File: src/rtl/led_arb_pkg.sv
// Shared types and constants for the RGB LED arbiter.
//   arb_state_t : arbiter FSM state (IDLE, OWNED)
//   COLOR_W     : number of colour channels per requester ({R,G,B})
//   CH_R/G/B    : bit index of each channel inside a colour field
//   HOLD_W      : hold-counter width for the default MAX_HOLD
package led_arb_pkg;

    typedef enum logic [0:0] {
        IDLE  = 1'b0,
        OWNED = 1'b1
    } arb_state_t;

    localparam int COLOR_W      = 3;
    localparam int CH_R         = 2;
    localparam int CH_G         = 1;
    localparam int CH_B         = 0;
    localparam int MAX_HOLD_DEF = 16777216;
    localparam int HOLD_W       = $clog2(MAX_HOLD_DEF);

endpackage

File: src/rtl/led_pwm.sv
// Free-running PWM counter plus a registered 3-channel compare stage.
// Ports:
//   clk, rstn  : clock, asynchronous active-low reset
//   en         : channel outputs allowed (LED currently owned)
//   color[2:0] : {R,G,B} enables of the current owner
//   duty       : brightness of the current owner, on while counter < duty
//   led_r/g/b  : registered active-high LED drive
module led_pwm
    import led_arb_pkg::*;
#(
    parameter int PWM_W = 8
) (
    input  logic               clk,
    input  logic               rstn,
    input  logic               en,
    input  logic [COLOR_W-1:0] color,
    input  logic [PWM_W-1:0]   duty,
    output logic               led_r,
    output logic               led_g,
    output logic               led_b
);

    logic [PWM_W-1:0] r_cnt;
    logic             r_led_r;
    logic             r_led_g;
    logic             r_led_b;
    logic             w_on;

    // Compare is strict so duty=0 never lights and full-scale duty lights all but one slot.
    assign w_on = en & (r_cnt < duty);

    // Counter wraps naturally at 2^PWM_W, independent of arbitration.
    always_ff @(posedge clk or negedge rstn) begin
        if (!rstn) begin
            r_cnt <= '0;
        end else begin
            r_cnt <= r_cnt + 1'b1;
        end
    end

    // Registered channel drive.
    always_ff @(posedge clk or negedge rstn) begin
        if (!rstn) begin
            r_led_r <= 1'b0;
            r_led_g <= 1'b0;
            r_led_b <= 1'b0;
        end else begin
            r_led_r <= w_on & color[CH_R];
            r_led_g <= w_on & color[CH_G];
            r_led_b <= w_on & color[CH_B];
        end
    end

    assign led_r = r_led_r;
    assign led_g = r_led_g;
    assign led_b = r_led_b;

endmodule

File: src/rtl/led_arbiter.sv
// Round-robin arbiter sharing the board RGB LED between NREQ status sources,
// with a hold limit under contention and PWM brightness from the owner.
// Ports:
//   clk, rstn  : clock, asynchronous active-low reset
//   req        : per-requester level request
//   color      : per-requester {R,G,B} enables, requester i at [3i+2:3i]
//   duty       : per-requester brightness, requester i at [PWM_W*i +: PWM_W]
//   gnt        : registered one-hot grant
//   busy       : registered, high while the LED is owned
//   led_r/g/b  : registered active-high LED drive
module led_arbiter
    import led_arb_pkg::*;
#(
    parameter int NREQ     = 4,
    parameter int PWM_W    = 8,
    parameter int MAX_HOLD = 16777216
) (
    input  logic                    clk,
    input  logic                    rstn,
    input  logic [NREQ-1:0]         req,
    input  logic [COLOR_W*NREQ-1:0] color,
    input  logic [PWM_W*NREQ-1:0]   duty,
    output logic [NREQ-1:0]         gnt,
    output logic                    busy,
    output logic                    led_r,
    output logic                    led_g,
    output logic                    led_b
);

    localparam int IDX_W = $clog2(NREQ);
    localparam int CNT_W = $clog2(MAX_HOLD);
    localparam logic [CNT_W-1:0] HOLD_MAX = CNT_W'(MAX_HOLD - 1);
    localparam logic [NREQ-1:0]  ONE_HOT0 = {{(NREQ-1){1'b0}}, 1'b1};

    // Rotate so the slot after 'last' sits at bit 0, take the lowest set bit,
    // then map the position back to a requester index.
    function automatic logic [IDX_W-1:0] rr_pick(input logic [NREQ-1:0] r,
                                                 input logic [IDX_W-1:0] last);
        logic [2*NREQ-1:0] dbl;
        logic [NREQ-1:0]   rot;
        int                start;
        int                enc;
        start = (int'(last) + 32'sd1) % NREQ;
        dbl   = {r, r} >> start;
        rot   = dbl[NREQ-1:0];
        enc   = 0;
        for (int k = NREQ - 1; k >= 0; k--) begin
            if (rot[k]) begin
                enc = k;
            end
        end
        rr_pick = IDX_W'((start + enc) % NREQ);
    endfunction

    arb_state_t          r_state;
    arb_state_t          w_state_nx;
    logic [NREQ-1:0]     r_gnt;
    logic [NREQ-1:0]     w_gnt_nx;
    logic                r_busy;
    logic [IDX_W-1:0]    r_last;
    logic [IDX_W-1:0]    w_last_nx;
    logic [CNT_W-1:0]    r_hold;
    logic [CNT_W-1:0]    w_hold_nx;
    logic [IDX_W-1:0]    w_pick;
    logic [NREQ-1:0]     w_owner_oh;
    logic [NREQ-1:0]     w_others;
    logic [COLOR_W-1:0]  w_color;
    logic [PWM_W-1:0]    w_duty;

    assign w_pick     = rr_pick(req, r_last);
    assign w_owner_oh = ONE_HOT0 << r_last;
    assign w_others   = req & ~w_owner_oh;

    // Owner's colour/duty only; forced to zero when idle so unowned inputs cannot leak.
    always_comb begin
        w_color = '0;
        w_duty  = '0;
        if (r_busy) begin
            w_color = color[COLOR_W*r_last +: COLOR_W];
            w_duty  = duty[PWM_W*r_last +: PWM_W];
        end else begin
            w_color = '0;
            w_duty  = '0;
        end
    end

    // Next-state: grant, release (wins over preemption), preemption, saturating hold.
    always_comb begin
        w_state_nx = r_state;
        w_gnt_nx   = r_gnt;
        w_last_nx  = r_last;
        w_hold_nx  = r_hold;
        case (r_state)
            IDLE: begin
                if (|req) begin
                    w_state_nx = OWNED;
                    w_last_nx  = w_pick;
                    w_gnt_nx   = ONE_HOT0 << w_pick;
                    w_hold_nx  = '0;
                end else begin
                    w_gnt_nx   = '0;
                end
            end
            OWNED: begin
                if (!req[r_last]) begin
                    w_state_nx = IDLE;
                    w_gnt_nx   = '0;
                end else if ((r_hold == HOLD_MAX) && (|w_others)) begin
                    w_state_nx = IDLE;
                    w_gnt_nx   = '0;
                end else if (r_hold != HOLD_MAX) begin
                    w_hold_nx  = r_hold + 1'b1;
                end else begin
                    w_hold_nx  = r_hold;
                end
            end
            default: begin
                w_state_nx = IDLE;
                w_gnt_nx   = '0;
            end
        endcase
    end

    // Arbiter state registers; busy is registered alongside gnt.
    always_ff @(posedge clk or negedge rstn) begin
        if (!rstn) begin
            r_state <= IDLE;
            r_gnt   <= '0;
            r_busy  <= 1'b0;
            r_last  <= IDX_W'(NREQ - 1);
            r_hold  <= '0;
        end else begin
            r_state <= w_state_nx;
            r_gnt   <= w_gnt_nx;
            r_busy  <= (w_state_nx == OWNED);
            r_last  <= w_last_nx;
            r_hold  <= w_hold_nx;
        end
    end

    led_pwm #(
        .PWM_W (PWM_W)
    ) u_pwm (
        .clk   (clk),
        .rstn  (rstn),
        .en    (r_busy),
        .color (w_color),
        .duty  (w_duty),
        .led_r (led_r),
        .led_g (led_g),
        .led_b (led_b)
    );

    assign gnt  = r_gnt;
    assign busy = r_busy;

endmodule

File: config.mk
export PLATFORM = sky130hd
export DESIGN_NAME = led_arbiter
export DESIGN_NICKNAME = d
export VERILOG_FILES = /design/src/rtl/led_arb_pkg.sv /design/src/rtl/led_pwm.sv /design/src/rtl/led_arbiter.sv
export SDC_FILE = /design/constraint.sdc
export NUM_CORES = 1
export LEC_CHECK = 0
export CORE_MARGIN = 2
export CORE_UTILIZATION = 46
export DETAILED_ROUTE_END_ITERATION = 12
export PLACE_DENSITY = 0.77
export SYNTH_ARGS = -nofsm -noshare
export SYNTH_HDL_FRONTEND = slang
export SYNTH_SLANG_ARGS = --single-unit
File: constraint.sdc
create_clock -name clk -period 3 [get_ports clk]
set_input_delay 0.6 -clock clk [delete_from_list [all_inputs] [get_ports clk]]
set_output_delay 0.6 -clock clk [all_outputs]
set_load 0.01 [all_outputs]
==> metrics, run 1 <==
PostCTS Resize Cnt=0; WL/cell=14.2 um; # Post-CTS Setup Buffers=0; Pwr Density=636 nW/um2; number of I/O pins=58; worst slew pin tran=0.919 ns; drt pass-1 iters=4; Tcrit/Tclk final=86.1%; syn nets=328; DRC=0; global route overflow=0; Reg clk slew, reported paths=0.09 ns; P&R area growth vs syn=29.3%; Antenna Diode Count=0; CTS Hold Bufs=0; initial core utilization=47.6%; Worst Setup End Kind=flip-flop; vias in the first global route=2285; FFs w/ async S/R, synth=100%; die area=6320 um2; root buf cell=clkbuf_8; Post-synth EDFFs=0; Final HPWL DP=4320 um; Row Count=27; gpl congestion=0.898; setup_tns=0 ns; Crit path required time=3.24 ns; sequential share of the synthesized area=40.2%; gr usage total=20.7%; global-route wire length before repair=10200 um; count of pins over their slew limit=0; Max Fclk=387 MHz; Gate Count Post-Synth=264; TritonCTS clock tree=done; ANT nets after route=0; DR iter-0 viols=179; H-tree depth=2; Core Area=5510 um2; initial antenna violation count=0; P_leak=1.42 nW; final net count=390; CTS sink count=42; vias post-DR=2266; Skew-Pair Late Insertion Delay=0.31 ns; Tot Pwr=2.16 mW; Max Cap Viol=0; Final min period=2.58 ns; Final Util=61.6%; worst hold path class=input port to async pin; Yosys Warn Count=0; Max VDD drop=550 uV; Layout Skew=0.00616 ns; Slew HR=38.8%; Synth Register Bits=42; filler cell count=478; critical-path maximum fanout=9; PortBufs=57; vias per cell=5.68; share of cells above drive strength 1=9.48%; Horiz. Die Dim=79.5 um; Setup crit start kind=flip-flop; kind of critical path=flip-flop to flip-flop; ys flop type=dfrtp_1; status=finished, final reports clean; Final Hold Vio Count=0; Die Ht=79.5 um; CTS Buf Count=5; largest net degree at the start of global routing=43; Avg Cell Area, Syn=9.94 um2; Yosys cell types=43; RSZ-0062 raised after global routing=no; routed wire length=5650 um; post-synthesis instance area=2620 um2; Max clock buf depth=2; most frequent cells in the layout=clkdlybuf4s50_1 (56), dfrtp_1 (40), nand2_1 (31); crit path DAT=2.82 ns; Setup-failing EPs final=0; commonest non-fill, non-tap cell in the layout=clkdlybuf4s50_1
## cell usage after synthesis (7+ instances only)
| cell | number | area share (%) |
|---|---|---|
| a21oi_1 | 13 | 2.5 |
| and3_1 | 7 | 1.7 |
| dfrtp_1 | 40 | 38 |
| ha_1 | 14 | 6.7 |
| inv_1 | 8 | 1.1 |
| mux4_2 | 11 | 9.4 |
| nand2_1 | 31 | 4.4 |
| nand3_1 | 12 | 2.3 |
| nand4_1 | 9 | 2.1 |
| nor2_1 | 18 | 2.6 |
| o21ai_0 | 14 | 2.7 |
| or3_1 | 7 | 1.7 |
| xnor2_1 | 7 | 2.3 |
| xor2_1 | 9 | 3.0 |
## registers in the layout, indices dropped and copies added (netlist names)
name / count
gnt: 4
busy: 1
u_pwm.led_r: 1
r_last: 2
u_pwm.led_b: 1
u_pwm.r_cnt: 8
u_pwm.led_g: 1
r_hold: 24
## worst max-delay path: stages, from the launching register on
cell       delay, ns
dfstp_2         0.66
buf_4           0.23
mux4_2          0.51
nand2_1         0.09
ha_1            0.24
a2111oi_0       0.46
a21oi_1         0.19
nor2_1          0.13
## power by group
group          switching [mW]  internal [mW]
Combinational           0.511          0.512
Clock                   0.220          0.167
Sequential              0.108          0.641
Total                   0.839           1.32
## layout make-up
| cell class | count | area [um2] | share of cell area [%] |
|---|---|---|---|
| clock buffer | 5 | 68.8 | 2.03 |
| clock inverter | 3 | 23.8 | 0.701 |
| inverter | 8 | 30.0 | 0.885 |
| multi-input combinational | 204 | 1500 | 44.2 |
| sequential | 42 | 1050 | 31.1 |
| tap | 72 | 90.1 | 2.66 |
| timing repair buffer | 65 | 626 | 18.4 |
## through the flow
stage               std cells  cell area [um2]  hold WS (ns)  worst slack [ns]
floorplan                 264             2620         0.304             0.111
global placement          391             3300         0.473             0.304
detailed placement        391             3300         0.475             0.209
CTS                       399             3390         0.474             0.396
global route              399             3390         0.504             0.246
finish                    399             3390         0.429             0.417
## final timing paths
path | to | cells after the start | slack, ns | from
worst max-delay path | u_pwm.led_r | 7 | 0.42 | r_last[0]
worst min-delay path | r_hold[22] | 1 | 0.43 | rstn
worst max register to register | u_pwm.led_r | 7 | 0.42 | r_last[0]
worst min register to register | u_pwm.r_cnt[7] | 1 | 0.49 | u_pwm.r_cnt[7]
max in group asynchronous | u_pwm.r_cnt[4] | 1 | 2.01 | rstn
min in group clk | u_pwm.r_cnt[7] | 1 | 0.49 | u_pwm.r_cnt[7]
## cell families (layout without fill, tap and decap cells)
kind of cell	after synthesis	count (layout)	share of synthesized area (%)
XOR/XNOR	16	16	5.34
adder cells (fa/ha/maj)	14	14	6.68
multiplexers	14	14	10.6
AND/OR/NAND/NOR	100	100	19.2
AO/OA/AOI/OAI	60	60	15.4
buffers and inverters	18	81	2.67
flip-flops	42	42	40.2
## metal layers
layer	vias to the layer above	GRT usage (%)	part of all wire [%]
met3	9	3.39	3.1
met1	1096	25.5	44
met2	40	35.6	50
met4	0	8.97	2.3
met5	-	0	0
li1	1121	-	-
Power figures use the tool's default switching activity.
==> run 2: changes to the inputs <==
CORE_UTILIZATION = 47   (was 46)
SYNTH_HIERARCHICAL = 1   (was unset)
==> metrics, run 2 <==
commonest non-fill, non-tap cell in the layout=clkdlybuf4s50_1; die area=6720 um2; Area after DPL=3470 um2; worst-path cell chain=inv_1, ha_1, o22ai_1, a32o_1, o22a_1, ha_1, xor2_2, a32o_1; DRC=0; gr usage total=21.6%; final net count=409; worst slew pin tran=0.965 ns; kind of critical path=flip-flop to flip-flop; DR iter-0 viols=103; status=finished, final reports clean; ys flop type=dfrtp_1; # Post-CTS Setup Buffers=0; setup_tns=0 ns; Horiz. Die Dim=82.0 um; CTS Buf Count=5; Biggest register=r_hold; most frequent cell after synthesis=dfrtp_1; Max Cap Viol=0; sequential fraction of design power=32.1%; WL/cell=15.6 um; TritonCTS clock tree=done; Pint=1.43 mW; RSZ-0062 raised after global routing=no; routed wire length=6580 um; vias post-DR=2437; critical-path maximum fanout=17; PortBufs=57; Antenna Diode Count=0; max reg flops=24; Row Count=28; Synth Register Bits=42; Sw Share=38.2%; vias per cell=5.79; root buf cell=clkbuf_8; part of the power in combinational logic=51.2%; Setup crit start kind=flip-flop; post-synthesis instance area=2860 um2; H-tree depth=2; P&R area growth vs syn=24.9%; Final HPWL DP=4970 um; Tcrit/Tclk final=89.4%; count of pins over their slew limit=0; CP max stage cell=dfstp_2; largest net degree at the start of global routing=43; CTS sink count=42; Post-synth EDFFs=0; filler cell count=497; Die Ht=82.0 um; Reg clk slew, reported paths=0.08 ns; Avg Cell Area, Syn=9.89 um2; Gate Count Post-Synth=289; global route overflow=0; Worst Setup End Kind=flip-flop; sequential share of the synthesized area=36.8%; pre-CTS setup slack=0.355 ns; top post-synthesis cells by count=dfrtp_1 (40), inv_1 (20), nand2_1 (18); gpl congestion=0.785; Layout Skew=0.00878 ns; FFs w/ async S/R, synth=100%; Final Hold Vio Count=0; initial core utilization=48.6%; Yosys Warn Count=6; Slew HR=35.7%; ANT nets after route=0; Switch Pwr=884 uW; Crit path required time=3.18 ns; Skew-Pair Late Insertion Delay=0.30 ns; Max VDD drop=578 uV; Worst Path Buf+Inv=1; initial antenna violation count=0; Setup-failing EPs final=0; Pwr Density=648 nW/um2; worst hold path class=input port to async pin; P_leak=1.43 nW; Final min period=2.68 ns; Yosys cell types=55; syn nets=353; post-synth top area cell=dfrtp_1; share of cells above drive strength 1=11.6%; Clk pwr share=16.6%; most frequent cells in the layout=clkdlybuf4s50_1 (56), dfrtp_1 (40), inv_1 (20); CTS Hold Bufs=0; number of I/O pins=58; Max Fclk=373 MHz; Area contributors post-synth=dfrtp_1 (35%), mux4_2 (8.7%), ha_1 (6.1%); vias in the first global route=2464; Core Area=5890 um2; Final WS setup=0.318 ns; Max clock buf depth=2; Final Instance Area=3570 um2; crit path DAT=2.87 ns; drt pass-1 iters=4; delay of the slowest cell on the worst path=0.79 ns; top cell family by delay on the critical path=compound AO/OA/AOI/OAI gates; Final Util=60.7%; global-route wire length before repair=11200 um; PostCTS Resize Cnt=0; Synth top area share=35.0%
-- run 2: cell families (layout without fill, tap and decap cells) --
| logic type | count (synthesis) | after routing | share of synthesized area [%] |
|---|---|---|---|
| AND/OR/NAND/NOR | 104 | 104 | 21.4 |
| AO/OA/AOI/OAI | 71 | 71 | 16.8 |
| flip-flops | 42 | 42 | 36.8 |
| buffers and inverters | 34 | 91 | 5.60 |
| adder cells (fa/ha/maj) | 15 | 15 | 6.52 |
| multiplexers | 15 | 15 | 10.1 |
| XOR/XNOR | 8 | 8 | 2.71 |
-- run 2: through the flow --
step	hold WS (ns)	std cells	power, mW
after floorplan	0.304	289	1.60
after global placement	0.467	413	1.91
after detailed placement	0.481	413	1.95
after CTS	0.483	421	2.34
after global routing	0.517	421	2.47
final	0.446	421	2.31
-- run 2: power by group through the flow --
stage	Clock, mW	Combinational [mW]	Sequential (mW)
CTS	0.396	1.19	0.745
floorplan	0	0.881	0.717
finish	0.385	1.18	0.743
detailed placement	0	1.19	0.757
global route	0.416	1.30	0.757
global placement	0	1.15	0.754
-- run 2: final timing paths --
kind | endpoint | cells past startpoint | startpoint | slack (ns)
setup reg to reg | gnt[1] | 8 | r_last[1] | 0.32
setup / recovery | gnt[1] | 8 | r_last[1] | 0.32
hold / removal | u_pwm/r_cnt[7] | 1 | rstn | 0.45
max in group asynchronous | r_hold[16] | 1 | rstn | 1.95
min in group clk | u_pwm/r_cnt[7] | 1 | u_pwm/r_cnt[7] | 0.49
hold reg to reg | u_pwm/r_cnt[7] | 1 | u_pwm/r_cnt[7] | 0.49
-- run 2: final cells by class --
cell class	count	area (um2)	area share (%)
clock buffers	6	82.6	2.31
clock inverters	2	12.5	0.351
inverters	21	78.8	2.21
multi-input cells	213	1650	46.1
flip-flops and latches	42	1050	29.5
well taps	75	93.8	2.63
repair buffers	62	603	16.9
-- run 2: layer usage --
layer | up-vias | wire length (um) | part of all wire, % | GRT usage [%]
met4 | 0 | 102 | 1.6 | 7.17
met3 | 8 | 299 | 4.5 | 3.41
li1 | 1192 | - | - | -
met5 | - | 0 | 0 | 0
met1 | 1183 | 2720 | 41 | 26.0
met2 | 54 | 3460 | 53 | 39.1
-- run 2: worst reg2reg max path, cell delays in order, from the launching register on --
cell     delay (ns)
dfstp_2        0.79
inv_1          0.12
ha_1           0.42
o22ai_1        0.12
a32o_1         0.23
o22a_1         0.20
ha_1           0.21
xor2_2         0.21
a32o_1         0.28
